--- config.mk ---
export PLATFORM = sky130hd
export DESIGN_NAME = mem_ctrl
export DESIGN_NICKNAME = d
export VERILOG_FILES = /design/src/rtl/mem_ctrl_pkg.sv /design/src/rtl/mem_arb.sv /design/src/rtl/mem_ctrl.sv
export SDC_FILE = /design/constraint.sdc
export NUM_CORES = 1
export LEC_CHECK = 0
export CAP_MARGIN = 20
export CORE_AREA = 2 2 167 128
export CTS_BUF_LIST = sky130_fd_sc_hd__clkbuf_2
export DETAILED_ROUTE_END_ITERATION = 8
export DIE_AREA = 0 0 169 130
export PLACE_DENSITY_LB_ADDON = 0.08
export SYNTH_ARGS = -nofsm -noshare
export SYNTH_HDL_FRONTEND = slang
export SYNTH_HIERARCHICAL = 1
export SYNTH_SLANG_ARGS = --single-unit
--- constraint.sdc ---
create_clock -name clk -period 8.8 [get_ports clk]
set_input_delay 1.76 -clock clk [delete_from_list [all_inputs] [get_ports clk]]
set_output_delay 1.76 -clock clk [all_outputs]
set_load 0.05 [all_outputs]
--- src/rtl/mem_ctrl_pkg.sv ---
// mem_ctrl_pkg: shared widths, IO split and access encodings
// for the byte-serial memory controller.
package mem_ctrl_pkg;

  localparam int ADDR_LEN = 32;
  localparam int DATA_LEN = 32;
  localparam logic [31:0] IO_LIM = 32'h30000;

  typedef enum logic [1:0] {
    MEM_B = 2'b00,
    MEM_H = 2'b01,
    MEM_W = 2'b11
  } mem_len_e;

  typedef enum logic {
    SRC_IF  = 1'b0,
    SRC_LSB = 1'b1
  } src_e;

  typedef struct packed {
    src_e                src;
    logic                wr;
    logic [2:0]          n;
    logic [DATA_LEN-1:0] wdata;
  } xfer_t;

  function automatic logic [2:0] len2n(input logic [1:0] len);
    return {1'b0, len} + 3'd1;
  endfunction

endpackage

--- src/rtl/mem_arb.sv ---
// mem_arb: two-way round-robin grant between IF and LSB,
// remembering the last winner to break ties.
module mem_arb
  import mem_ctrl_pkg::*;
(
  input  logic clk,
  input  logic reset_ni,
  input  logic en_i,
  input  logic req_if_i,
  input  logic req_lsb_i,
  output logic gnt_if_o,
  output logic gnt_lsb_o
);

  src_e last_q, last_d;

  // Grant the lone requester, or the one that lost last time.
  always_comb begin
    gnt_if_o  = 1'b0;
    gnt_lsb_o = 1'b0;
    last_d    = last_q;
    if (en_i) begin
      if (req_if_i && req_lsb_i) begin
        gnt_if_o  = (last_q == SRC_LSB);
        gnt_lsb_o = (last_q == SRC_IF);
      end else begin
        gnt_if_o  = req_if_i;
        gnt_lsb_o = req_lsb_i;
      end
    end
    if (gnt_if_o)  last_d = SRC_IF;
    if (gnt_lsb_o) last_d = SRC_LSB;
  end

  // Last-grant register; LSB after reset so IF wins the first tie.
  always_ff @(posedge clk) begin
    if (!reset_ni) last_q <= SRC_LSB;
    else           last_q <= last_d;
  end

endmodule

--- src/rtl/mem_ctrl.sv ---
// mem_ctrl: byte-serial RAM/IO port owner for IF and LSB.
// Optional MEMCTRL_PERF_EN adds grant/stall counters.
module mem_ctrl
  import mem_ctrl_pkg::*;
#(
  parameter int ADDR_W = ADDR_LEN,
  parameter logic [ADDR_W-1:0] IO_BASE = ADDR_W'(IO_LIM)
) (
  input  logic              clk,
  input  logic              reset,
  input  logic              ready,
  input  logic              clear,
  input  logic              if_req,
  input  logic [ADDR_W-1:0] if_addr,
  output logic              if_done,
  output logic [31:0]       if_data,
  input  logic              lsb_req,
  input  logic              lsb_type,
  input  logic [ADDR_W-1:0] lsb_addr,
  input  logic [1:0]        lsb_len,
  input  logic [31:0]       lsb_wdata,
  output logic              lsb_done,
  output logic [31:0]       lsb_rdata,
  input  logic [7:0]        ram_din,
  output logic [7:0]        ram_dout,
  output logic [ADDR_W-1:0] ram_a,
  output logic              ram_wr,
  input  logic              io_buffer_full
`ifdef MEMCTRL_PERF_EN
  ,
  output logic [31:0]       perf_if_grants,
  output logic [31:0]       perf_lsb_grants,
  output logic [31:0]       perf_stall_cycles
`endif
);

  typedef enum logic [1:0] {
    S_IDLE = 2'd0,
    S_BUSY = 2'd1,
    S_DONE = 2'd2
  } state_e;

  state_e            state_q, state_d;
  xfer_t             x_q, x_d;
  logic [ADDR_W-1:0] addr_q, addr_d;
  logic [2:0]        iss_q, iss_d;
  logic              cap_v_q, cap_v_d;
  logic [1:0]        cap_i_q, cap_i_d;
  logic [31:0]       ifd_q, ifd_d;
  logic [31:0]       lsd_q, lsd_d;

  logic gnt_if, gnt_lsb, arb_en;
  logic flush, io_hold, last_rd;
  logic [2:0] a_idx;

  assign arb_en  = ready && (state_q == S_IDLE) && !clear;
  assign flush   = ready && clear;
  assign io_hold = (state_q == S_BUSY) && x_q.wr &&
                   (addr_q >= IO_BASE) && io_buffer_full;
  assign last_rd = cap_v_q && ({1'b0, cap_i_q} == x_q.n - 3'd1);

  mem_arb u_arb (
    .clk       (clk),
    .reset_ni  (reset),
    .en_i      (arb_en),
    .req_if_i  (if_req),
    .req_lsb_i (lsb_req),
    .gnt_if_o  (gnt_if),
    .gnt_lsb_o (gnt_lsb)
  );

  // State and datapath registers; ready=0 holds everything.
  always_ff @(posedge clk) begin
    if (!reset) begin
      state_q <= S_IDLE;
      x_q     <= '0;
      addr_q  <= '0;
      iss_q   <= '0;
      cap_v_q <= 1'b0;
      cap_i_q <= '0;
      ifd_q   <= '0;
      lsd_q   <= '0;
    end else begin
      state_q <= state_d;
      x_q     <= x_d;
      addr_q  <= addr_d;
      iss_q   <= iss_d;
      cap_v_q <= cap_v_d;
      cap_i_q <= cap_i_d;
      ifd_q   <= ifd_d;
      lsd_q   <= lsd_d;
    end
  end

  // Next state: stores always finish, reads abort on clear.
  always_comb begin
    state_d = state_q;
    if (ready) begin
      unique case (state_q)
        S_IDLE: if (gnt_if || gnt_lsb) state_d = S_BUSY;
        S_BUSY: begin
          if (x_q.wr) begin
            if (!io_hold && (iss_q + 3'd1 == x_q.n))
              state_d = S_DONE;
          end else if (clear) begin
            state_d = S_IDLE;
          end else if (last_rd) begin
            state_d = S_DONE;
          end
        end
        S_DONE: state_d = S_IDLE;
        default: state_d = S_IDLE;
      endcase
    end
  end

  // Latch on grant, step the byte index, assemble read bytes.
  always_comb begin
    x_d     = x_q;
    addr_d  = addr_q;
    iss_d   = iss_q;
    cap_v_d = cap_v_q;
    cap_i_d = cap_i_q;
    ifd_d   = ifd_q;
    lsd_d   = lsd_q;
    if (ready) begin
      if (state_q == S_IDLE) begin
        if (gnt_if) begin
          x_d.src   = SRC_IF;
          x_d.wr    = 1'b0;
          x_d.n     = 3'd4;
          x_d.wdata = '0;
          addr_d    = if_addr;
          ifd_d     = '0;
        end
        if (gnt_lsb) begin
          x_d.src   = SRC_LSB;
          x_d.wr    = lsb_type;
          x_d.n     = len2n(lsb_len);
          x_d.wdata = lsb_wdata;
          addr_d    = lsb_addr;
          lsd_d     = '0;
        end
        iss_d   = '0;
        cap_v_d = 1'b0;
        cap_i_d = '0;
      end else if (state_q == S_BUSY) begin
        if (x_q.wr) begin
          if (!io_hold) iss_d = iss_q + 3'd1;
        end else if (clear) begin
          cap_v_d = 1'b0;
        end else begin
          if (cap_v_q) begin
            if (x_q.src == SRC_IF)
              ifd_d[{cap_i_q, 3'b000} +: 8] = ram_din;
            else
              lsd_d[{cap_i_q, 3'b000} +: 8] = ram_din;
          end
          cap_v_d = (iss_q < x_q.n);
          cap_i_d = iss_q[1:0];
          if (iss_q < x_q.n) iss_d = iss_q + 3'd1;
        end
      end
    end
  end

  // While frozen, re-present the in-flight read byte's address.
  assign a_idx = (ready || !cap_v_q) ? iss_q : {1'b0, cap_i_q};

  // Port drive and done pulses.
  always_comb begin
    ram_a    = '0;
    ram_dout = '0;
    ram_wr   = 1'b0;
    if_done  = 1'b0;
    lsb_done = 1'b0;
    if (state_q == S_BUSY) begin
      ram_a = addr_q + ADDR_W'(a_idx);
      if (x_q.wr) begin
        ram_dout = x_q.wdata[{iss_q[1:0], 3'b000} +: 8];
        ram_wr   = ready && !io_hold;
      end
    end
    if (state_q == S_DONE) begin
      if_done  = (x_q.src == SRC_IF) && !flush;
      lsb_done = (x_q.src == SRC_LSB) && !(flush && !x_q.wr);
    end
  end

  assign if_data   = ifd_q;
  assign lsb_rdata = lsd_q;

`ifdef MEMCTRL_PERF_EN
  logic [31:0] pif_q, plsb_q, pst_q;

  // Saturating grant and IO-stall counters.
  always_ff @(posedge clk) begin
    if (!reset) begin
      pif_q  <= '0;
      plsb_q <= '0;
      pst_q  <= '0;
    end else begin
      if (gnt_if && pif_q != '1)   pif_q  <= pif_q + 32'd1;
      if (gnt_lsb && plsb_q != '1) plsb_q <= plsb_q + 32'd1;
      if (ready && io_hold && pst_q != '1)
        pst_q <= pst_q + 32'd1;
    end
  end

  assign perf_if_grants    = pif_q;
  assign perf_lsb_grants   = plsb_q;
  assign perf_stall_cycles = pst_q;
`endif

endmodule

==> impl_metrics.prom, run 1 <==
# TYPE chip_impl_metric gauge
chip_impl_info{name="status",value="finished clean"} 1
chip_impl_metric{name="io_buffers",unit=""} 220
chip_impl_metric{name="ctsHoldBuffers",unit=""} 0
chip_impl_info{name="area_leader_netlist",value="sky130_fd_sc_hd__dfxtp_1"} 1
chip_impl_metric{name="gp_routability_congestion",unit=""} 0.797
chip_impl_info{name="cts_tree",value="yes"} 1
chip_impl_metric{name="cts-resized-gates",unit=""} 0
chip_impl_metric{name="die_width",unit="um"} 169
chip_impl_metric{name="cts_htree_levels",unit=""} 4
chip_impl_metric{name="fp.dieH",unit="um"} 130
chip_impl_metric{name="post_route_cells_drive_above_1_share",unit=""} 0.0580
chip_impl_metric{name="setup_total_negative_slack",unit="ps"} 0
chip_impl_metric{name="ys_seq_area_frac",unit=""} 0.406
chip_impl_metric{name="finalCritPeriodShare",unit=""} 0.801
chip_impl_metric{name="drt_iter0_markers",unit=""} 519
chip_impl_metric{name="finalWirelength",unit="mm"} 22.2
chip_impl_metric{name="postSynthNetCount",unit=""} 955
chip_impl_metric{name="grt_pass1_wl",unit="mm"} 34.6
chip_impl_info{name="timing.critical_path.from_type",value="input port"} 1
chip_impl_metric{name="drc",unit=""} 0
chip_impl_metric{name="drt_pass1_iterations",unit=""} 5
chip_impl_metric{name="ctsLongestPathBuffers",unit=""} 2
chip_impl_metric{name="tritoncts_num_sinks",unit=""} 142
chip_impl_metric{name="fin_crit",unit="ps"} 7050
chip_impl_info{name="synth.top_cells.by_area",value="sky130_fd_sc_hd__dfxtp_1 (41%), sky130_fd_sc_hd__nor2_1 (6.7%), sky130_fd_sc_hd__a22oi_1 (5.5%)"} 1
chip_impl_info{name="crit_path_top_delay_cell",value="sky130_fd_sc_hd__clkdlybuf4s50_1"} 1
chip_impl_metric{name="leakagePower",unit="nW"} 3.15
chip_impl_metric{name="slew_headroom",unit=""} 0.301
chip_impl_metric{name="post-synth-top-area-fraction",unit=""} 0.406
chip_impl_metric{name="largest_fanout_on_the_critical_path",unit=""} 10
chip_impl_info{name="timing.critical_path.mode_cell",value="sky130_fd_sc_hd__clkdlybuf4s50_1"} 1
chip_impl_metric{name="cts_setup_buffers",unit=""} 0
chip_impl_metric{name="cts.reportedPaths.clkPinSlew",unit="ps"} 230
chip_impl_metric{name="ys_ff_latch",unit=""} 142
chip_impl_metric{name="filler_cell_count",unit=""} 2026
chip_impl_metric{name="whs",unit="ps"} 471
chip_impl_info{name="grt_setup_unrepaired",value="no"} 1
chip_impl_metric{name="yosysWarningCount",unit=""} 6
chip_impl_metric{name="placementRows",unit=""} 46
chip_impl_metric{name="finalWorstSetupSlack",unit="ps"} 1750
chip_impl_metric{name="cap_violations",unit=""} 0
chip_impl_metric{name="dp_cells",unit=""} 1249
chip_impl_metric{name="tritoncts.num_buffers",unit=""} 17
chip_impl_metric{name="timing_worst_slew_pin_value",unit="ps"} 1050
chip_impl_info{name="clock_tree.root_cell",value="sky130_fd_sc_hd__clkbuf_2"} 1
chip_impl_metric{name="finalHoldViolCount",unit=""} 0
chip_impl_metric{name="timing.clock.skew",unit="ps"} 55.7
chip_impl_metric{name="syn2layout_area_growth",unit="%"} 37.3
chip_impl_metric{name="final_antenna_net_count",unit=""} 0
chip_impl_metric{name="timing.critical_path.slowest_cell_delay",unit="ps"} 800
chip_impl_metric{name="pre_cts_setup_slack",unit="ps"} 1730
chip_impl_metric{name="vias_in_the_first_global_route",unit=""} 6176
chip_impl_metric{name="routed-via-count",unit=""} 6636
chip_impl_metric{name="grt_max_degree",unit=""} 88
chip_impl_info{name="crit_path_end_kind",value="output port"} 1
chip_impl_metric{name="max-vdd-ir-drop",unit="uV"} 85.0
chip_impl_metric{name="fin_cells",unit=""} 1282
chip_impl_metric{name="overflow_after_grt",unit=""} 0
chip_impl_info{name="class_of_the_most_critical_setup_path",value="in2out"} 1
chip_impl_metric{name="start_util",unit=""} 0.340
chip_impl_info{name="cp_cell_sequence",value="clkdlybuf4s50_1, nor2b_1, nand2_1, o21ai_0, ha_1, fa_1, a21oi_1, nor4_1, nand4_1, xor2_1, nor2_1, clkdlybuf4s50_1"} 1
chip_impl_metric{name="timing.critical_path.required",unit="ps"} 7040
chip_impl_metric{name="routedWlPerCell",unit="um"} 17.3
chip_impl_metric{name="final_util",unit=""} 0.467
chip_impl_metric{name="netlist-cell-type-count",unit=""} 52
chip_impl_metric{name="final_net_count",unit=""} 1133
chip_impl_metric{name="hpwlAfterDp",unit="mm"} 15.5
chip_impl_metric{name="async_flop_share",unit=""} 0
chip_impl_metric{name="maxClockFrequency",unit="MHz"} 142
chip_impl_metric{name="dieArea",unit="um^2"} 22000
chip_impl_metric{name="p_per_area",unit="nW/um^2"} 131
chip_impl_metric{name="gr-usage-all-layers",unit=""} 0.201
chip_impl_metric{name="vias_per_cell",unit=""} 5.18
chip_impl_metric{name="clk-insertion-delay-late",unit="ps"} 750
chip_impl_metric{name="core",unit="um^2"} 20600
chip_impl_metric{name="num_io_pins",unit=""} 221
chip_impl_metric{name="synthesis.instances",unit=""} 827
chip_impl_info{name="commonest_register_cell_after_synthesis",value="sky130_fd_sc_hd__dfxtp_1"} 1
chip_impl_metric{name="synthesis.area_per_instance",unit="um^2"} 8.47
chip_impl_metric{name="worst_ep_arrival_time",unit="ps"} 5290
chip_impl_metric{name="num_antenna_cells",unit=""} 0
chip_impl_metric{name="finalSetupViolations",unit=""} 0
chip_impl_metric{name="synthesized_area",unit="um^2"} 7010
chip_impl_metric{name="synth_enable_flop_cells",unit=""} 0
chip_impl_metric{name="final_max_slew_viol_count",unit=""} 0
chip_impl_metric{name="antenna_violations_before_repair",unit=""} 0
chip_impl_info{name="hp-class",value="reg2reg"} 1
-- cells in the mapped netlist, drive strengths merged (9+ instances only) --
cell type and n:
dfxtp 142, nand4 9, clkbuf 42, nor2 127, ha 13, xor2 21
nand3 70, mux2i 35, inv 10, nand2b 27, nand2 53, nor2b 13
xnor2 10, a21oi 66, a211oi 34, buf 25, a22oi 51
-- worst max-delay path, delay by kind of cell --
kind            cells  cell delay (ps)
buf+inv             2             1380
simple gates        5             1280
fa+ha+maj           2              460
compound gates      2              220
xor+xnor            1              170
-- routing by layer --
| metal | vias up | track usage | share of wire |
|---|---|---|---|
| li1 | 3308 | - | - |
| met1 | 3125 | 0.305 | 0.51 |
| met2 | 189 | 0.282 | 0.41 |
| met3 | 14 | 0.0516 | 0.062 |
| met4 | 0 | 0.0452 | 0.0093 |
| met5 | - | 0 | 0 |
-- cell usage in the layout (no fill, tap or decap), drive strengths merged, types with 8 or more instances in the layout --
cell type and n:
clkdlybuf4s50 220, mux4 8, nor2 127, nand3 70, ha 13, a21o 8
dfxtp 142, a211oi 34, nand2b 27, a21oi 66, clkbuf 17, nor4 8
inv 17, xor2 21, nor2b 13, mux2i 35, nand4 9, nand2 53
xnor2 10, a22oi 51
-- path summary, 6_finish.rpt --
check / from / end / slack, ps / cells after the start
hold reg to reg: lsb_rdata[28]$_SDFFE_PN0P_ / lsb_rdata[28]$_SDFFE_PN0P_ / 470 / 2
hold / removal: lsb_rdata[28]$_SDFFE_PN0P_ / lsb_rdata[28]$_SDFFE_PN0P_ / 470 / 2
setup / recovery: ready / ram_a[16] / 1750 / 12
setup reg to reg: state_q[0]$_SDFFE_PN0P_ / lsb_rdata[18]$_SDFFE_PN0P_ / 5390 / 10
-- final cells by class --
type                       count  area [um^2]  area share
clock buffer                  17         85.1     0.00884
multi-input combinational    608         3870       0.403
tap                          264          330      0.0343
timing repair buffer         226         2250       0.234
sequential                   142         2840       0.295
inverter                      10         40.0     0.00416
clock inverter                15          195      0.0203
-- cell families (layout without fill, tap and decap cells) --
kind of cell | count (synthesis) | after routing | synth area share
simple gates | 342 | 342 | 0.240
compound gates | 176 | 176 | 0.165
flops | 142 | 142 | 0.406
buf+inv | 77 | 268 | 0.0445
mux | 44 | 44 | 0.0773
xor+xnor | 32 | 32 | 0.0420
fa+ha+maj | 14 | 14 | 0.0261
-- sequential cells by signal (all words and copies together) (netlist names) --
register	flops
addr_q	32
x_q	37
iss_q	3
if_data	32
cap_i_q	2
u_arb/last_q	1
cap_v_q	1
lsb_rdata	32
state_q	2
-- where the power goes --
group / leakage [nW] / internal (mW) / switching [mW] / total, mW
registers: 1.15 / 0.656 / 0.0166 / 0.673
clock network: 0.167 / 0.147 / 0.290 / 0.437
logic: 1.84 / 0.0752 / 0.0716 / 0.147
total: 3.15 / 0.879 / 0.378 / 1.26
-- stage by stage --
| step | area, um^2 | power, mW |
|---|---|---|
| after CTS | 9610 | 1.28 |
| after global routing | 9620 | 1.32 |
| final | 9620 | 1.26 |
| after global placement | 9320 | 0.832 |
| after detailed placement | 9330 | 0.832 |
| after floorplan | 7010 | 0.753 |
Note: power is estimated with default switching activity, not from simulation.
==> run 2, diff against run 1 <==
==> constraint.sdc (replaced) <==
create_clock -name clk -period 6.8 [get_ports clk]
set_input_delay 1.36 -clock clk [delete_from_list [all_inputs] [get_ports clk]]
set_output_delay 1.36 -clock clk [all_outputs]
set_load 0.05 [all_outputs]
==> impl_metrics.prom, run 2 (synthesis results as in run 1) <==
# TYPE chip_impl_metric gauge
chip_impl_info{name="status",value="finished clean"} 1
chip_impl_metric{name="area_of_all_placed_cells_without_fillers",unit="um^2"} 9600
chip_impl_info{name="class_of_the_most_critical_setup_path",value="in2out"} 1
chip_impl_metric{name="leakagePower",unit="nW"} 3.14
chip_impl_metric{name="finalSetupViolations",unit=""} 0
chip_impl_metric{name="gp_routability_congestion",unit=""} 0.803
chip_impl_metric{name="hpwlAfterDp",unit="mm"} 15.7
chip_impl_metric{name="start_util",unit=""} 0.340
chip_impl_info{name="reg2reg_to",value="addr_q[31]$_SDFFE_PN0P_"} 1
chip_impl_info{name="hp-class",value="reg2reg"} 1
chip_impl_metric{name="filler_cell_count",unit=""} 2041
chip_impl_metric{name="global_route.usage.met3",unit=""} 0.0455
chip_impl_metric{name="num_antenna_cells",unit=""} 0
chip_impl_metric{name="finalCritPeriodShare",unit=""} 0.904
chip_impl_metric{name="cts-resized-gates",unit=""} 0
chip_impl_metric{name="finalWirelength",unit="mm"} 22.6
chip_impl_metric{name="drt_pass1_iterations",unit=""} 5
chip_impl_metric{name="routedWlPerCell",unit="um"} 17.6
chip_impl_info{name="min_to",value="lsb_rdata[18]$_SDFFE_PN0P_"} 1
chip_impl_metric{name="cts.reportedPaths.clkPinSlew",unit="ps"} 200
chip_impl_info{name="crit_path_end_kind",value="output port"} 1
chip_impl_metric{name="fp.dieH",unit="um"} 130
chip_impl_metric{name="setup_total_negative_slack",unit="ps"} 0
chip_impl_metric{name="drc",unit=""} 0
chip_impl_metric{name="post_dp_cell_area",unit="um^2"} 9350
chip_impl_metric{name="drt_iter0_markers",unit=""} 465
chip_impl_metric{name="num_io_pins",unit=""} 221
chip_impl_info{name="layout.cells.most_common",value="sky130_fd_sc_hd__clkdlybuf4s50_1"} 1
chip_impl_metric{name="area.sequential",unit="um^2"} 2840
chip_impl_info{name="cp_cell_sequence",value="clkdlybuf4s50_1, nor2b_1, nand2_1, o21ai_0, ha_1, fa_1, a21oi_1, nor3_1, nand4_1, xor2_1, nor2_1, clkdlybuf4s50_1"} 1
chip_impl_metric{name="global_route.usage.met1",unit=""} 0.317
chip_impl_metric{name="grt_max_degree",unit=""} 88
chip_impl_metric{name="timing.critical_path.slowest_cell_delay",unit="ps"} 810
chip_impl_metric{name="final_max_slew_viol_count",unit=""} 0
chip_impl_metric{name="whs",unit="ps"} 471
chip_impl_metric{name="final_util",unit=""} 0.466
chip_impl_metric{name="design_power_total",unit="mW"} 1.57
chip_impl_info{name="top_usage_layer",value="met1"} 1
chip_impl_info{name="hold_path_startpoint",value="lsb_rdata[18]$_SDFFE_PN0P_"} 1
chip_impl_metric{name="syn2layout_area_growth",unit="%"} 37.0
chip_impl_info{name="timing.critical_path.mode_cell",value="sky130_fd_sc_hd__clkdlybuf4s50_1"} 1
chip_impl_metric{name="final_antenna_net_count",unit=""} 0
chip_impl_metric{name="min_delay_path_depth",unit=""} 2
chip_impl_info{name="r2r_start",value="state_q[0]$_SDFFE_PN0P_"} 1
chip_impl_metric{name="multi_input_comb_area",unit="um^2"} 3870
chip_impl_metric{name="globalRouteMet2Util",unit=""} 0.287
chip_impl_metric{name="r2r_cells",unit=""} 10
chip_impl_metric{name="finalHoldViolCount",unit=""} 0
chip_impl_metric{name="cap_violations",unit=""} 0
chip_impl_metric{name="ctsHoldBuffers",unit=""} 0
chip_impl_metric{name="tritoncts.num_buffers",unit=""} 17
chip_impl_metric{name="gr-usage-all-layers",unit=""} 0.204
chip_impl_metric{name="routed-via-count",unit=""} 6621
chip_impl_metric{name="p_per_area",unit="nW/um^2"} 163
chip_impl_metric{name="largest_fanout_on_the_critical_path",unit=""} 6
chip_impl_metric{name="cts_htree_levels",unit=""} 4
chip_impl_metric{name="ff2ff_setup_slack",unit="ps"} 3470
chip_impl_metric{name="die_width",unit="um"} 169
chip_impl_metric{name="slew_headroom",unit=""} 0.353
chip_impl_metric{name="placementRows",unit=""} 46
chip_impl_info{name="cts_tree",value="yes"} 1
chip_impl_info{name="timing.critical_path.from_type",value="input port"} 1
chip_impl_metric{name="dieArea",unit="um^2"} 22000
chip_impl_metric{name="maxClockFrequency",unit="MHz"} 163
chip_impl_metric{name="vias_in_the_first_global_route",unit=""} 5973
chip_impl_metric{name="largest_register_ffs",unit=""} 37
chip_impl_metric{name="grt_pass1_wl",unit="mm"} 34.8
chip_impl_info{name="regMostFlops",value="x_q"} 1
chip_impl_metric{name="tritoncts_num_sinks",unit=""} 142
chip_impl_metric{name="cts_setup_buffers",unit=""} 0
chip_impl_metric{name="timing.critical_path.required",unit="ps"} 5440
chip_impl_metric{name="max-vdd-ir-drop",unit="uV"} 105
chip_impl_metric{name="vias_per_cell",unit=""} 5.15
chip_impl_metric{name="antenna_violations_before_repair",unit=""} 0
chip_impl_metric{name="core",unit="um^2"} 20600
chip_impl_info{name="grt_setup_unrepaired",value="no"} 1
chip_impl_metric{name="worst_ep_arrival_time",unit="ps"} 4790
chip_impl_metric{name="ctsLongestPathBuffers",unit=""} 2
chip_impl_metric{name="final_net_count",unit=""} 1137
chip_impl_info{name="clock_tree.root_cell",value="sky130_fd_sc_hd__clkbuf_2"} 1
chip_impl_metric{name="post_route_cells_drive_above_1_share",unit=""} 0.0607
chip_impl_info{name="crit_path_top_delay_cell",value="sky130_fd_sc_hd__clkdlybuf4s50_1"} 1
chip_impl_info{name="layout.cells.most_common_list",value="sky130_fd_sc_hd__clkdlybuf4s50_1 (220), sky130_fd_sc_hd__dfxtp_1 (142), sky130_fd_sc_hd__nor2_1 (125), sky130_fd_sc_hd__nand3_1 (69), sky130_fd_sc_hd__a21oi_1 (65)"} 1
chip_impl_metric{name="clk-insertion-delay-late",unit="ps"} 740
chip_impl_metric{name="timing.clock.skew",unit="ps"} 62.9
chip_impl_metric{name="io_buffers",unit=""} 220
chip_impl_metric{name="fin_crit",unit="ps"} 6150
chip_impl_metric{name="overflow_after_grt",unit=""} 0
chip_impl_metric{name="timing_worst_slew_pin_value",unit="ps"} 971
run 2: cell types whose count changed in the layout (fill, tap and decap cells not counted):
cell	previous run	this run
sky130_fd_sc_hd__buf_4	5	9
sky130_fd_sc_hd__bufinv_16	2	1
sky130_fd_sc_hd__clkinv_1	0	1
sky130_fd_sc_hd__clkinv_4	3	1
sky130_fd_sc_hd__clkinv_8	2	0
sky130_fd_sc_hd__clkinvlp_4	0	3
sky130_fd_sc_hd__inv_6	3	5
sky130_fd_sc_hd__inv_8	4	3
run 2: metrics by stage:
step | setup WS (ps) | cells
CTS | 636 | 1283
global placement | 760 | 1250
finish | 652 | 1286
detailed placement | 679 | 1251
global route | 402 | 1286
floorplan | 1480 | 827
run 2: worst max path at each step:
stage           endpoint  slack (ps)  startpoint  depth (start not counted)
2_1_floorplan  ram_a[31]        1480       ready                          9
3_3_place_gp   ram_a[16]         760       ready                         12
3_5_place_dp   ram_a[16]         680       ready                         12
4_1_cts        ram_a[16]         640       ready                         12
5_1_grt        ram_a[16]         400       ready                         12
6_report       ram_a[30]         650       ready                         12
run 2: final cells by class:
class / instances / area share
multi-input combinational: 608 / 0.403
inverter: 10 / 0.00417
tap: 264 / 0.0344
clock inverter: 15 / 0.0154
sequential: 142 / 0.296
clock buffer: 17 / 0.00886
timing repair buffer: 230 / 0.238
run 2: critical path: cells and delay by family:
| family | cells | cell delay (ps) |
|---|---|---|
| fa+ha+maj | 2 | 510 |
| compound gates | 2 | 240 |
| xor+xnor | 1 | 180 |
| simple gates | 5 | 1260 |
| buf+inv | 2 | 1250 |
run 2: metal layers:
layer	wire, um	part of all wire
met1	11900	0.53
met2	9280	0.41
met3	1280	0.057
met4	138	0.0061
met5	0	0
run 2: power by group:
part	switching [mW]	internal (mW)
Combinational	0.0965	0.0984
Sequential	0.0208	0.849
Clock	0.360	0.144
Total	0.478	1.09
